### config.mk
export PLATFORM = sky130hd
export DESIGN_NAME = flash_scheduler
export DESIGN_NICKNAME = d
export VERILOG_FILES = /design/src/rtl/flash_scheduler.sv
export SDC_FILE = /design/constraint.sdc
export NUM_CORES = 1
export LEC_CHECK = 0
export CAP_MARGIN = 20
export CORE_UTILIZATION = 29
export DETAILED_ROUTE_END_ITERATION = 16
export SETUP_SLACK_MARGIN = 0.2
export SLEW_MARGIN = 10
export SYNTH_ARGS = -nofsm -noshare
export SYNTH_HDL_FRONTEND = slang
export SYNTH_SLANG_ARGS = --single-unit
### constraint.sdc
create_clock -name clk -period 3.8 [get_ports clk]
set_clock_uncertainty 0.05 [all_clocks]
set_input_delay 0.76 -clock clk [delete_from_list [all_inputs] [get_ports clk]]
set_output_delay 0.76 -clock clk [all_outputs]
set_load 0.02 [all_outputs]
### src/rtl/flash_scheduler.sv
// Round-robin arbiter that hands one bound_flasher sequence at a time to N_REQ requesters.
// Optional watchdog abort enabled by defining FLASH_SCHED_TIMEOUT_EN.
module flash_scheduler #(
  parameter int N_REQ   = 4,
  parameter int TIMEOUT = 200,
  parameter int TW      = 8
) (
  input  logic             clk,
  input  logic             rst,
  input  logic [N_REQ-1:0] req,
  input  logic [15:0]      led_in,
  output logic             flick,
  output logic [N_REQ-1:0] grant,
  output logic             busy,
  output logic             done,
  output logic             timeout
);

  localparam int PW = (N_REQ > 1) ? $clog2(N_REQ) : 1;
  localparam logic [N_REQ-1:0] GRANT_LSB = {{(N_REQ-1){1'b0}}, 1'b1};

  typedef logic [PW-1:0] ptr_t;

  typedef enum logic [2:0] {
    S_IDLE,
    S_FLICK,
    S_WAIT_START,
    S_RUN,
    S_DONE
  } state_t;

  if ((N_REQ < 2) || (N_REQ > 8)) begin : g_bad_nreq
    $error("flash_scheduler: N_REQ must be 2..8");
  end
  if ((TIMEOUT < 1) || (TIMEOUT >= (1 << TW))) begin : g_bad_timeout
    $error("flash_scheduler: TIMEOUT must be 1..2^TW-1");
  end

  state_t           r_state, w_state_nxt;
  logic [N_REQ-1:0] r_grant, w_grant_nxt;
  ptr_t             r_own, w_own_nxt;
  ptr_t             r_last_ptr, w_last_nxt;
  logic             r_flick, r_busy, r_done, r_timeout;
  logic             w_flick_nxt, w_busy_nxt, w_done_nxt, w_to_nxt;
  logic             w_found;
  ptr_t             w_win, w_cand;
  logic             w_expire;

`ifdef FLASH_SCHED_TIMEOUT_EN
  logic [TW-1:0] r_cnt;

  // Expire on the edge where the count would reach TIMEOUT.
  assign w_expire = ((r_state == S_WAIT_START) || (r_state == S_RUN)) &&
                    (r_cnt == TW'(TIMEOUT - 1));

  always_ff @(posedge clk or negedge rst) begin
    if (!rst) begin
      r_cnt <= '0;
    end else if (r_state == S_FLICK) begin
      r_cnt <= '0;
    end else if (((r_state == S_WAIT_START) || (r_state == S_RUN)) && (r_cnt != '1)) begin
      r_cnt <= r_cnt + 1'b1;
    end
  end
`else
  assign w_expire = 1'b0;
`endif

  // Upward search with wrap, starting just past the previous owner.
  always_comb begin
    w_found = 1'b0;
    w_win   = '0;
    w_cand  = '0;
    for (int unsigned k = 1; k <= N_REQ; k++) begin
      w_cand = ptr_t'((32'(r_last_ptr) + k) % N_REQ);
      if (!w_found && req[w_cand]) begin
        w_found = 1'b1;
        w_win   = w_cand;
      end
    end
  end

  always_comb begin
    w_state_nxt = r_state;
    w_grant_nxt = r_grant;
    w_own_nxt   = r_own;
    w_last_nxt  = r_last_ptr;
    w_to_nxt    = 1'b0;
    case (r_state)
      S_IDLE: begin
        if (w_found) begin
          w_state_nxt = S_FLICK;
          w_grant_nxt = GRANT_LSB << w_win;
          w_own_nxt   = w_win;
        end
      end
      S_FLICK: w_state_nxt = S_WAIT_START;
      S_WAIT_START: begin
        if (w_expire) begin
          w_state_nxt = S_DONE;
          w_to_nxt    = 1'b1;
        end else if (led_in != '0) begin
          w_state_nxt = S_RUN;
        end
      end
      S_RUN: begin
        if (w_expire) begin
          w_state_nxt = S_DONE;
          w_to_nxt    = 1'b1;
        end else if (led_in == '0) begin
          w_state_nxt = S_DONE;
        end
      end
      S_DONE: begin
        w_state_nxt = S_IDLE;
        w_grant_nxt = '0;
        w_last_nxt  = r_own;
      end
      default: begin
        w_state_nxt = S_IDLE;
        w_grant_nxt = '0;
      end
    endcase
    w_flick_nxt = (w_state_nxt == S_FLICK);
    w_busy_nxt  = (w_state_nxt != S_IDLE);
    w_done_nxt  = (w_state_nxt == S_DONE);
  end

  always_ff @(posedge clk or negedge rst) begin
    if (!rst) begin
      r_state    <= S_IDLE;
      r_grant    <= '0;
      r_own      <= '0;
      r_last_ptr <= ptr_t'(N_REQ - 1);
      r_flick    <= 1'b0;
      r_busy     <= 1'b0;
      r_done     <= 1'b0;
      r_timeout  <= 1'b0;
    end else begin
      r_state    <= w_state_nxt;
      r_grant    <= w_grant_nxt;
      r_own      <= w_own_nxt;
      r_last_ptr <= w_last_nxt;
      r_flick    <= w_flick_nxt;
      r_busy     <= w_busy_nxt;
      r_done     <= w_done_nxt;
      r_timeout  <= w_to_nxt;
    end
  end

  assign flick   = r_flick;
  assign grant   = r_grant;
  assign busy    = r_busy;
  assign done    = r_done;
  assign timeout = r_timeout;

endmodule

==> impl_results.md <==
- Post-DP HPWL: 1206 um
- Psw: 0.00006954 W
- Count of cell types in the netlist: 25
- WP data arrival: 1.23 ns
- Port bufs: 28
- CP Cell Sequence: clkdlybuf4s50_1
- Global-route usage over all layers: 0.1388
- # hold bufs at CTS: 0
- Synth Net Count: 86
- Combinational power share: 0.170
- Nature of the critical path startpoint: flop
- Post_cts resized: 0
- Pwr per Cell Area: 308.1 nW/um^2
- Crit-path slowest cell: clkdlybuf4s50_1
- Final Hold Viols: 0
- Reg area: 352.8 sq um
- CTS sink count: 14
- Core area: 2212 sq um
- Final nets: 117
- WL/cell: 12.23 um
- CTS Buf Count: 3
- Internal Power: 0.0002439 W
- Num rows: 17
- Actual slew at the worst max-slew pin: 0.6349 ns
- H-Tree Depth: 1
- Minimum clock period: 2.038 ns
- Post CTS Setup Buffer Count: 0
- Initial Utilization: 0.3066
- Area grow syn2layout: 50.00%
- Clock-pin slew on the worst setup and hold paths: 0.08 ns
- Max Slew Vio Count: 0
- Number of global-route vias before repair: 630
- Initial DRC Count: 4
- Reg power frac: 0.499
- Worst VDD drop: 0.1356 mV
- Setup violations, final: 0
- Routed vias/inst: 4.877
- Synth Cell Area: 678.2 sq um
- Synthesis Warnings: 0
- Later-pin clock latency in the skew report: 0.27 ns
- Die area: 2536 sq um
- Drt first pass iters: 4
- Status: completed
- CTS tree: done
- CP endpoint kind: output pin
- Top cell family by delay on the critical path: buffers and inverters
- Share of layout cells above drive strength 1: 0.1170
- Syn_area_per_cell: 10.60 sq um
- Slew margin rel.: 0.5754
- Die X: 50.36 um
- Maxcap violations: 0
- Number of diodes: 0
- Initial antenna violation count: 0
- Critical path class: flop to output pin
- First-pass GRT wire length: 2608 um
- Die Y: 50.36 um
- Max Freq: 490.6 MHz
- Multi-input logic area: 294.0 sq um
- Largest net degree at the start of global routing: 15
- Detailed Route WL: 1492 um
- DR vias: 595
- I/O pin total: 30
- Grt ovf: 0
- Post-route setup TNS: 0 ns
- Detail Route Antenna Nets: 0
- Seq cells post-synth: 14
- Data required time at the worst endpoint: 2.99 ns
- GPL Wtd Cong: 0.7825
- Hold Slack: 0.4668 ns
- # DRC: 0
- Slowest cell delay on critical path: 0.60 ns
- Fillcell total: 217
- Root buf cell: clkbuf_4
- LEAKAGE: 0.3820 nW
- CTS Buffer Depth: 2
- Clock network power share: 0.331
- Sw frac: 0.2219
- Period utilization: 0.5364
- Sum of buffers and inverters on the critical path: 1
- Seq/Total Area, Yosys: 0.5203
- Crit path max fanout: 2
- Gate Count Post-Synth: 64
- Min-delay worst type: flop to flop
- RSZ-0062 raised after global routing: no
-- cells in the mapped netlist --
cell type / instances / area share
a21boi_0: 1 / 0.011
nand4_1: 1 / 0.0092
nor3_2: 1 / 0.015
o22a_1: 1 / 0.013
o32ai_1: 4 / 0.052
nand2b_1: 4 / 0.037
a21o_2: 1 / 0.013
o21a_1: 1 / 0.011
buf_4: 1 / 0.011
a31oi_1: 1 / 0.0092
mux2i_1: 1 / 0.015
nor2_1: 5 / 0.028
dfstp_2: 2 / 0.077
nor3_1: 3 / 0.022
o21ai_0: 3 / 0.022
buf_2: 1 / 0.0074
nand3b_1: 1 / 0.011
mux2_2: 1 / 0.017
nor4_1: 4 / 0.037
nor4_4: 2 / 0.063
nand2_1: 4 / 0.022
conb_1: 1 / 0.0055
a21oi_1: 3 / 0.022
inv_1: 5 / 0.028
dfrtp_1: 12 / 0.44
-- layout make-up --
class	instances	share of cell area
timing repair buffer	28	0.2755
inverter	5	0.01845
tap	28	0.03444
sequential	14	0.3469
multi-input combinational	43	0.2891
clock buffer	4	0.03567
-- final timing paths --
check	slack (ns)	cells after the start	from	endpoint
setup / recovery	1.76	1	grant[1]$_DFFE_PN0P_	grant[1]
max in group asynchronous	2.47	1	rst	r_state[1]$_DFF_PN0_
setup reg to reg	2.40	3	r_state[2]$_DFF_PN0_	grant[3]$_DFFE_PN0P_
min in group asynchronous	0.83	1	rst	flick$_DFF_PN0_
hold reg to reg	0.47	1	r_own[0]$_DFFE_PN0P_	r_last_ptr[0]$_DFFE_PN1N_
hold / removal	0.47	1	r_own[0]$_DFFE_PN0P_	r_last_ptr[0]$_DFFE_PN1N_
-- stage by stage --
stage | instances | power (W) | area (sq um) | setup slack [ns] | utilization
CTS | 122 | 0.0003197 | 1017 | 1.741 | 0.4598
global placement | 118 | 0.0002122 | 980.9 | 1.571 | 0.4434
floorplan | 64 | 0.0001769 | 678.2 | 2.226 | -
detailed placement | 118 | 0.0002132 | 980.9 | 1.543 | 0.4434
finish | 122 | 0.0003134 | 1017 | 1.762 | 0.4598
global route | 122 | 0.0003308 | 1017 | 1.699 | 0.4598
-- sequential cells by signal, indices dropped and copies added (netlist names) --
signal and flops:
r_last_ptr 2, busy 1, r_own 2, grant 4, flick 1, done 1
r_state 3
-- cell families after synthesis --
family,share of synthesized area
other,0.005530
and+or+nand+nor,0.2435
AOI/OAI and AO/OA,0.1531
buffers and inverters,0.04613
DFF,0.5203
muxes,0.03136
-- power by group through the flow --
stage	Clock (W)	Sequential, W	Combinational [W]
finish	0.000104	0.000156	0.0000532
global route	0.000116	0.000157	0.0000579
CTS	0.000109	0.000156	0.0000541
detailed placement	0	0.000159	0.0000539
global placement	0	0.000159	0.0000529
floorplan	0	0.000163	0.0000135
-- cells in the final DEF (no fill, tap or decap) --
cell type,instances
clkdlybuf4s50_1,28
dfrtp_1,12
nor2_1,5
inv_1,5
nor4_1,4
nand2_1,4
nand2b_1,4
o32ai_1,4
a21oi_1,3
nor3_1,3
o21ai_0,3
clkbuf_4,3
nor4_4,2
dfstp_2,2
nand4_1,1
nor3_2,1
a21boi_0,1
mux2i_1,1
o22a_1,1
a21o_2,1
nand3b_1,1
a31oi_1,1
o21a_1,1
mux2_2,1
conb_1,1
clkbuf_8,1
-- metal layers --
metal  up-vias  routed length, um  track usage
met1       279                640       0.1600
met4         0                  0      0.05556
li1        291                  -            -
met2        25                752       0.2400
met3         0                100      0.03939
met5         -                  0            0
No activity file was read; power rests on OpenSTA's default activity.
